### src/rtl/eqed_pkg.sv
// ----------------------------------------------------------------------------
// eqed_pkg
// Shared definitions for the E-QED signature capture controller:
//   - state_e     : controller state encoding
//   - misr_seed() : MISR seed value (all zero except the LSB)
// ----------------------------------------------------------------------------
package eqed_pkg;

    typedef enum logic [2:0] {
        ST_IDLE    = 3'd0,
        ST_SEED    = 3'd1,
        ST_CAPTURE = 3'd2,
        ST_CHECK   = 3'd3,
        ST_DONE    = 3'd4
    } state_e;

    // Seed for a MISR of sig_w bits; callers truncate to their own width.
    // A zero-width MISR has no LSB to set.
    function automatic logic [63:0] misr_seed(input int unsigned sig_w);
        logic [63:0] v;
        v = 64'd0;
        if (sig_w != 32'd0) begin
            v[0] = 1'b1;
        end else begin
            v[0] = 1'b0;
        end
        return v;
    endfunction

endpackage

### src/rtl/eqed_misr.sv
// ----------------------------------------------------------------------------
// eqed_misr
// Multiple-input signature register. Stage 0 is the MSB of o_sig and
// stage SIG_W-1 is the LSB. Each enabled cycle the register shifts one
// stage towards the LSB, stage 0 takes the feedback of the last two stages
// XOR d[0], and every even stage k>=2 with k/2 < DATA_W also folds in d[k/2].
//
// Ports:
//   i_clk       clock
//   i_rst       asynchronous active-low reset (register loads the seed)
//   i_load_seed synchronous load of the seed value (wins over i_en)
//   i_en        compaction enable
//   i_d         DATA_W data bits, bit 0 = primary tap
//   o_sig       current signature
// ----------------------------------------------------------------------------
module eqed_misr
    import eqed_pkg::*;
#(
    parameter int SIG_W  = 6,
    parameter int DATA_W = 2
) (
    input  logic              i_clk,
    input  logic              i_rst,
    input  logic              i_load_seed,
    input  logic              i_en,
    input  logic [DATA_W-1:0] i_d,
    output logic [SIG_W-1:0]  o_sig
);

    localparam logic [SIG_W-1:0] SEED = SIG_W'(misr_seed(SIG_W));

    logic [SIG_W-1:0] r_sig;
    logic [SIG_W-1:0] w_sig_next;
    logic [SIG_W-1:0] w_d_ext;

    // Zero-extended data so stages beyond the data width fold in a zero.
    assign w_d_ext = {{(SIG_W-DATA_W){1'b0}}, i_d};

    // Next-signature computation: seed load, compaction step, or hold.
    always_comb begin
        w_sig_next = r_sig;
        if (i_load_seed) begin
            w_sig_next = SEED;
        end else if (i_en) begin
            // stage 0 lives at bit SIG_W-1; stage k at bit SIG_W-1-k
            w_sig_next[SIG_W-1] = r_sig[1] ^ r_sig[0] ^ w_d_ext[0];
            for (int k = 1; k < SIG_W; k++) begin
                if ((k % 2) == 0) begin
                    w_sig_next[SIG_W-1-k] = r_sig[SIG_W-k] ^ w_d_ext[k/2];
                end else begin
                    w_sig_next[SIG_W-1-k] = r_sig[SIG_W-k];
                end
            end
        end else begin
            w_sig_next = r_sig;
        end
    end

    // Signature register.
    always_ff @(posedge i_clk or negedge i_rst) begin
        if (!i_rst) begin
            r_sig <= SEED;
        end else begin
            r_sig <= w_sig_next;
        end
    end

    assign o_sig = r_sig;

endmodule

### src/rtl/eqed_capture_ctrl.sv
// ----------------------------------------------------------------------------
// eqed_capture_ctrl
// E-QED signature capture controller. Sequences one self-consistency check:
// holds the DUT in reset, seeds two MISRs, compacts DUT inputs/outputs for
// a programmable window, freezes the signatures and compares them against
// golden values.
//
// Ports:
//   i_clk          clock
//   i_rst          asynchronous active-low reset
//   i_start        begin a check (honoured in IDLE or DONE)
//   i_abort        return to IDLE from any state, no done/pass
//   i_window_len   capture cycles, latched on accepted start
//   i_gold_in_sig  expected input signature, latched on accepted start
//   i_gold_out_sig expected output signature, latched on accepted start
//   i_dut_in       DUT input bits (bit 0 = primary tap)
//   i_dut_out      DUT output bits (bit 0 = primary tap)
//   o_dut_rst      synchronous active-high reset to the DUT
//   o_busy         high in SEED, CAPTURE, CHECK
//   o_done         high in DONE
//   o_pass         valid while done: both signatures matched
//   o_in_sig       current/frozen input signature
//   o_out_sig      current/frozen output signature
// ----------------------------------------------------------------------------
module eqed_capture_ctrl
    import eqed_pkg::*;
#(
    parameter int IN_W  = 2,
    parameter int OUT_W = 3,
    parameter int SIG_W = 6,
    parameter int CNT_W = 8
) (
    input  logic             i_clk,
    input  logic             i_rst,
    input  logic             i_start,
    input  logic             i_abort,
    input  logic [CNT_W-1:0] i_window_len,
    input  logic [SIG_W-1:0] i_gold_in_sig,
    input  logic [SIG_W-1:0] i_gold_out_sig,
    input  logic [IN_W-1:0]  i_dut_in,
    input  logic [OUT_W-1:0] i_dut_out,
    output logic             o_dut_rst,
    output logic             o_busy,
    output logic             o_done,
    output logic             o_pass,
    output logic [SIG_W-1:0] o_in_sig,
    output logic [SIG_W-1:0] o_out_sig
);

    localparam logic [CNT_W-1:0] CNT_ZERO = CNT_W'(0);
    localparam logic [CNT_W-1:0] CNT_ONE  = CNT_W'(1);

    state_e           r_state;
    state_e           w_state_next;
    logic [CNT_W-1:0] r_win;
    logic [CNT_W-1:0] r_cnt;
    logic [SIG_W-1:0] r_gold_in;
    logic [SIG_W-1:0] r_gold_out;
    logic             r_dut_rst;
    logic             r_busy;
    logic             r_done;
    logic             r_pass;

    logic             w_accept;
    logic             w_pass_next;
    logic             w_misr_load;
    logic             w_misr_en;
    logic             w_sig_match;
    logic [SIG_W-1:0] w_in_sig;
    logic [SIG_W-1:0] w_out_sig;

    assign w_sig_match = (w_in_sig == r_gold_in) && (w_out_sig == r_gold_out);

    // Next-state, start acceptance and pass decode; abort overrides everything.
    always_comb begin
        w_state_next = r_state;
        w_accept     = 1'b0;
        case (r_state)
            ST_IDLE: begin
                if (i_start) begin
                    w_state_next = ST_SEED;
                    w_accept     = 1'b1;
                end else begin
                    w_state_next = ST_IDLE;
                end
            end
            ST_SEED: begin
                if (r_win == CNT_ZERO) begin
                    w_state_next = ST_CHECK;
                end else begin
                    w_state_next = ST_CAPTURE;
                end
            end
            ST_CAPTURE: begin
                // r_win is non-zero here, so r_win-1 cannot underflow
                if (r_cnt == (r_win - CNT_ONE)) begin
                    w_state_next = ST_CHECK;
                end else begin
                    w_state_next = ST_CAPTURE;
                end
            end
            ST_CHECK: begin
                w_state_next = ST_DONE;
            end
            ST_DONE: begin
                if (i_start) begin
                    w_state_next = ST_SEED;
                    w_accept     = 1'b1;
                end else begin
                    w_state_next = ST_DONE;
                end
            end
            default: begin
                w_state_next = ST_IDLE;
            end
        endcase

        if (i_abort) begin
            w_state_next = ST_IDLE;
            w_accept     = 1'b0;
        end else begin
            w_accept     = w_accept;
        end

        // pass is captured on CHECK->DONE and held only while staying in DONE
        if (w_state_next != ST_DONE) begin
            w_pass_next = 1'b0;
        end else if (r_state == ST_CHECK) begin
            w_pass_next = w_sig_match;
        end else begin
            w_pass_next = r_pass;
        end
    end

    // MISRs only act when no abort is pending, so an abort freezes them.
    assign w_misr_load = (r_state == ST_SEED)    && !i_abort;
    assign w_misr_en   = (r_state == ST_CAPTURE) && !i_abort;

    // State register and registered outputs decoded from the next state.
    always_ff @(posedge i_clk or negedge i_rst) begin
        if (!i_rst) begin
            r_state   <= ST_IDLE;
            r_dut_rst <= 1'b1;
            r_busy    <= 1'b0;
            r_done    <= 1'b0;
            r_pass    <= 1'b0;
        end else begin
            r_state   <= w_state_next;
            r_dut_rst <= (w_state_next == ST_IDLE) || (w_state_next == ST_SEED);
            r_busy    <= (w_state_next == ST_SEED) || (w_state_next == ST_CAPTURE)
                      || (w_state_next == ST_CHECK);
            r_done    <= (w_state_next == ST_DONE);
            r_pass    <= w_pass_next;
        end
    end

    // Latched window length and golden signatures.
    always_ff @(posedge i_clk or negedge i_rst) begin
        if (!i_rst) begin
            r_win      <= CNT_ZERO;
            r_gold_in  <= {SIG_W{1'b0}};
            r_gold_out <= {SIG_W{1'b0}};
        end else if (w_accept) begin
            r_win      <= i_window_len;
            r_gold_in  <= i_gold_in_sig;
            r_gold_out <= i_gold_out_sig;
        end else begin
            r_win      <= r_win;
            r_gold_in  <= r_gold_in;
            r_gold_out <= r_gold_out;
        end
    end

    // Capture-cycle counter: cleared in SEED, counts in CAPTURE.
    always_ff @(posedge i_clk or negedge i_rst) begin
        if (!i_rst) begin
            r_cnt <= CNT_ZERO;
        end else if (r_state == ST_SEED) begin
            r_cnt <= CNT_ZERO;
        end else if (r_state == ST_CAPTURE) begin
            r_cnt <= r_cnt + CNT_ONE;
        end else begin
            r_cnt <= r_cnt;
        end
    end

    eqed_misr #(
        .SIG_W  (SIG_W),
        .DATA_W (IN_W)
    ) u_in_misr (
        .i_clk       (i_clk),
        .i_rst       (i_rst),
        .i_load_seed (w_misr_load),
        .i_en        (w_misr_en),
        .i_d         (i_dut_in),
        .o_sig       (w_in_sig)
    );

    eqed_misr #(
        .SIG_W  (SIG_W),
        .DATA_W (OUT_W)
    ) u_out_misr (
        .i_clk       (i_clk),
        .i_rst       (i_rst),
        .i_load_seed (w_misr_load),
        .i_en        (w_misr_en),
        .i_d         (i_dut_out),
        .o_sig       (w_out_sig)
    );

    assign o_dut_rst = r_dut_rst;
    assign o_busy    = r_busy;
    assign o_done    = r_done;
    assign o_pass    = r_pass;
    assign o_in_sig  = w_in_sig;
    assign o_out_sig = w_out_sig;

endmodule

### config.mk
export PLATFORM = sky130hd
export DESIGN_NAME = eqed_capture_ctrl
export DESIGN_NICKNAME = d
export VERILOG_FILES = /design/src/rtl/eqed_pkg.sv /design/src/rtl/eqed_misr.sv /design/src/rtl/eqed_capture_ctrl.sv
export SDC_FILE = /design/constraint.sdc
export NUM_CORES = 1
export LEC_CHECK = 0
export CAP_MARGIN = 25
export CORE_UTILIZATION = 50
export DETAILED_ROUTE_END_ITERATION = 10
export PLACE_DENSITY_LB_ADDON = 0.15
export SKIP_LAST_GASP = 1
export SLEW_MARGIN = 10
export SYNTH_ARGS = -nofsm -noshare
export SYNTH_HDL_FRONTEND = slang
export SYNTH_HIERARCHICAL = 1
export SYNTH_SLANG_ARGS = --single-unit
### constraint.sdc
create_clock -name i_clk -period 5.06 [get_ports i_clk]
set_input_delay 0.506 -clock i_clk [delete_from_list [all_inputs] [get_ports i_clk]]
set_output_delay 0.506 -clock i_clk [all_outputs]
set_load 0.01 [all_outputs]
==> summary.txt <==
======================================================================================================
Initial antenna violation count                                                                      0
Placement Cell Area                                                                           2960 um2
Floorplan Core Area                                                                           4790 um2
Adder-cell share of the synthesized area                                                        0.997%
Crit-path cells                                                                           inv_1, ha_1, nor2b_1, or3_1, a311o_1, a211oi_2, o221ai_2, buf_4, mux2_4
Finish-stage setup viols                                                                             0
Depth of the worst register-to-register path                                                         9
Top cells by instance count after synthesis                                               sky130_fd_sc_hd__dfrtp_1 (44), sky130_fd_sc_hd__mux2_4 (20), sky130_fd_sc_hd__nor2_1 (19)
Die span in y                                                                                  72.9 um
Pin count of the biggest net entering global routing                                                48
Input/output buffers                                                                                44
Floorplan die area                                                                            5310 um2
Post-layout utilization of the core                                                              64.4%
Insertion delay of the later-clocked pin in the worst-skew pair                                0.29 ns
Number of global-route vias before repair                                                         1620
Worst path max stage delay                                                                     0.47 ns
Synthesized cell area                                                                         2510 um2
Average cell area after synthesis                                                             12.1 um2
Source of the critical timing path                                                            r_win[0]
Average routed wire per standard cell                                                          14.5 um
Diodes inserted                                                                                      0
Final Instance Area                                                                           3080 um2
Area Overhead vs Synth                                                                           22.8%
Number of storage elements in the synthesis netlist                                                 47
Place WS                                                                                       2.31 ns
Worst clock skew                                                                            0.00347 ns
Cells after Synth                                                                                  208
Maximum net fanout on the critical path                                                             20
Antenna violation net count after detailed routing                                                   0
Peak ir drop on the vdd network                                                               0.257 mV
Setup repair after global routing missed its margin                                                 no
CTS HTree Levels                                                                                     2
Distinct cells, synth                                                                               51
Net count after synthesis                                                                          239
Placer congestion estimate                                                                       0.827
Pleak                                                                                          1.33 nW
Most used DFF post-synth                                                                  sky130_fd_sc_hd__dfrtp_1
Post-route worst setup slack                                                                   2.25 ns
Post-CTS setup buffers                                                                               0
Slowest stage cell, crit path                                                             sky130_fd_sc_hd__dfrtp_1
Max-slew violations                                                                                  0
Element type at the critical path end                                                             flop
Fraction of post-synthesis cell area in the top cell type by area                                43.8%
Average vias per placed instance                                                                  5.36
Share of the synthesized area in compound gates (AO/OA/AOI/OAI)                                  9.87%
Global routing usage summed across all routing layers                                            20.0%
Worst min-delay path category                                                                 in2async
Number of search-and-repair iterations in the first detailed-routing pass                            4
Post-synthesis cell type with the largest combined area                                   sky130_fd_sc_hd__dfrtp_1
Most common cell in the netlist                                                           sky130_fd_sc_hd__dfrtp_1
Num rows                                                                                            25
Required time of the worst setup path                                                          5.24 ns
Endpoint of the lowest-slack register-to-register path                                        r_win[0]
Max_cap viols                                                                                        0
Result of the run                                                                         complete, no violations
Path type of the worst setup path                                                              reg2reg
Post-synthesis mux area share                                                                    14.7%
Area used by sequential logic in the layout                                                   1180 um2
Clock sinks                                                                                         47
Worst Setup Start Kind                                                                            flop
Crit path time final                                                                           2.81 ns
Post-Route Hold Slack                                                                         0.116 ns
CTS-repair resized insts                                                                             0
Post-route DRC violation count                                                                       0
R2R setup slack                                                                                2.25 ns
Footprint of the multi-input gates                                                            1230 um2
Capturing element of the worst setup path                                                     r_win[0]
Filler instances                                                                                   391
Ratio of total power to cell area                                                           414 nW/um2
Final clock period utilization by the worst path                                                 55.5%
Boundary Pins                                                                                       45
Actual transition at the worst max-transition pin                                             0.907 ns
Horizontal die dimension                                                                       72.9 um
Proportion of layout cells with a drive suffix above 1                                           17.6%
Number of enable-type register cells in the synthesized netlist                                      0
Number of buffers inserted for hold repair after clock tree synthesis                                0
Async set-or-reset flop fraction in the synthesized netlist                                       100%
Post-synthesis xor/xnor area fraction                                                            9.57%
Reg-to-Reg Start                                                                              r_win[0]
Sequential-to-total area share from yosys stat                                                   47.0%
Final net count                                                                                    285
Starting DRT DRC Count                                                                             114
GRT overflow                                                                                         0
Total of warnings raised by yosys                                                                    6
Share of synthesized cell area in and, or, nand and nor gates                                    14.0%
Clk Tree Root Cell                                                                        sky130_fd_sc_hd__clkbuf_8
Cell types occupying the most area after synthesis                                        sky130_fd_sc_hd__dfrtp_1 (44%), sky130_fd_sc_hd__mux2_4 (12%), sky130_fd_sc_hd__xnor2_1 (6.3%)
Clock transition at the register clock pins on the worst setup and hold paths after CTS        0.08 ns
Fmax                                                                                         0.356 GHz
DRT Wirelength                                                                                 4680 um
Via count of the routed design                                                                    1725
Combinational family with the most area after synthesis                                   multiplexers
CTS buffer count                                                                                     5
Setup tns final                                                                                   0 ns
CTS tree                                                                                         built
Worst EP arrival                                                                               2.99 ns
Number of hold violations in the final report                                                        0
Detailed placement HPWL                                                                        3360 um
Starting Density                                                                                 52.5%
First-pass GRT wire length                                                                     7980 um
Slew Limit Headroom                                                                              39.3%
Maximum root-to-sink buffer count                                                                    2
======================================================================================================
[sequential cells by signal (all words and copies together) (netlist names)]
name	cells
o_pass	1
o_done	1
r_win	8
r_state	3
u_in_misr/o_sig	6
r_gold_out	6
r_gold_in	6
u_out_misr/o_sig	6
r_cnt	8
o_dut_rst	1
o_busy	1
[critical path: cells and delay by family, from the launching register on]
kind            cells  cell delay, ns
flops               1            0.47
simple gates        2            0.50
compound gates      3            0.74
fa+ha+maj           1            0.29
buf+inv             2            0.34
mux                 1            0.33
[routing by layer]
metal  global-route usage [%]  part of all wire, %
met1                     30.2                   51
met2                     29.2                   44
met3                     4.28                  4.1
met4                     5.23                 0.47
met5                        0                    0
[through the flow]
stage | power, mW | instances
2_1_floorplan | 0.886 | 208
3_3_place_gp | 1.03 | 313
3_5_place_dp | 1.04 | 313
4_1_cts | 1.29 | 321
5_1_grt | 1.36 | 322
6_report | 1.28 | 322
[power breakdown]
part	switching, mW	total (mW)	internal [mW]
clock	0.119	0.243	0.125
combinational	0.159	0.443	0.284
sequential	0.119	0.590	0.472
[layout by cell type (no fill, tap or decap), types with 3 or more instances in the layout]
master / count
sky130_fd_sc_hd__dfrtp_1: 44
sky130_fd_sc_hd__clkdlybuf4s50_1: 43
sky130_fd_sc_hd__mux2_4: 20
sky130_fd_sc_hd__nor2_1: 19
sky130_fd_sc_hd__xnor2_1: 18
sky130_fd_sc_hd__nand2_1: 7
sky130_fd_sc_hd__nand4_1: 7
sky130_fd_sc_hd__clkbuf_8: 7
sky130_fd_sc_hd__mux2i_1: 7
sky130_fd_sc_hd__o21ai_1: 6
sky130_fd_sc_hd__o21ai_0: 5
sky130_fd_sc_hd__inv_1: 4
sky130_fd_sc_hd__xor2_1: 4
sky130_fd_sc_hd__a211oi_1: 4
sky130_fd_sc_hd__nor2b_1: 4
sky130_fd_sc_hd__nand3_1: 4
sky130_fd_sc_hd__nor3_1: 3
sky130_fd_sc_hd__nand3b_1: 3
sky130_fd_sc_hd__a21oi_1: 3
sky130_fd_sc_hd__dfstp_2: 3
[cells by family (layout without fill, tap and decap cells)]
kind of cell / count (synthesis) / after routing
adder cells (fa/ha/maj): 2 / 2
XOR/XNOR: 24 / 24
AO/OA/AOI/OAI: 34 / 34
multiplexers: 27 / 27
buffers and inverters: 12 / 59
AND/OR/NAND/NOR: 62 / 62
flip-flops: 47 / 47
[worst min path at each step]
stage             startpoint             to  slack (ns)  depth (start not counted)
3_3_place_gp    r_gold_in[0]   r_gold_in[0]        0.52                          1
2_1_floorplan          i_rst         o_busy        0.21                          0
5_1_grt                i_rst       r_cnt[0]        0.12                          1
4_1_cts                i_rst       r_cnt[2]        0.43                          1
6_report               i_rst       r_cnt[1]        0.12                          1
3_5_place_dp   r_gold_out[0]  r_gold_out[0]        0.52                          1
[final cells by class]
class,instances,area share (%)
Clock buffer,8,3.25
Inverter,4,0.487
Multi-Input combinational cell,149,40.0
Sequential cell,47,38.3
Tap cell,67,2.72
Timing Repair Buffer,47,15.3
Note: power is estimated with default switching activity, not from simulation.
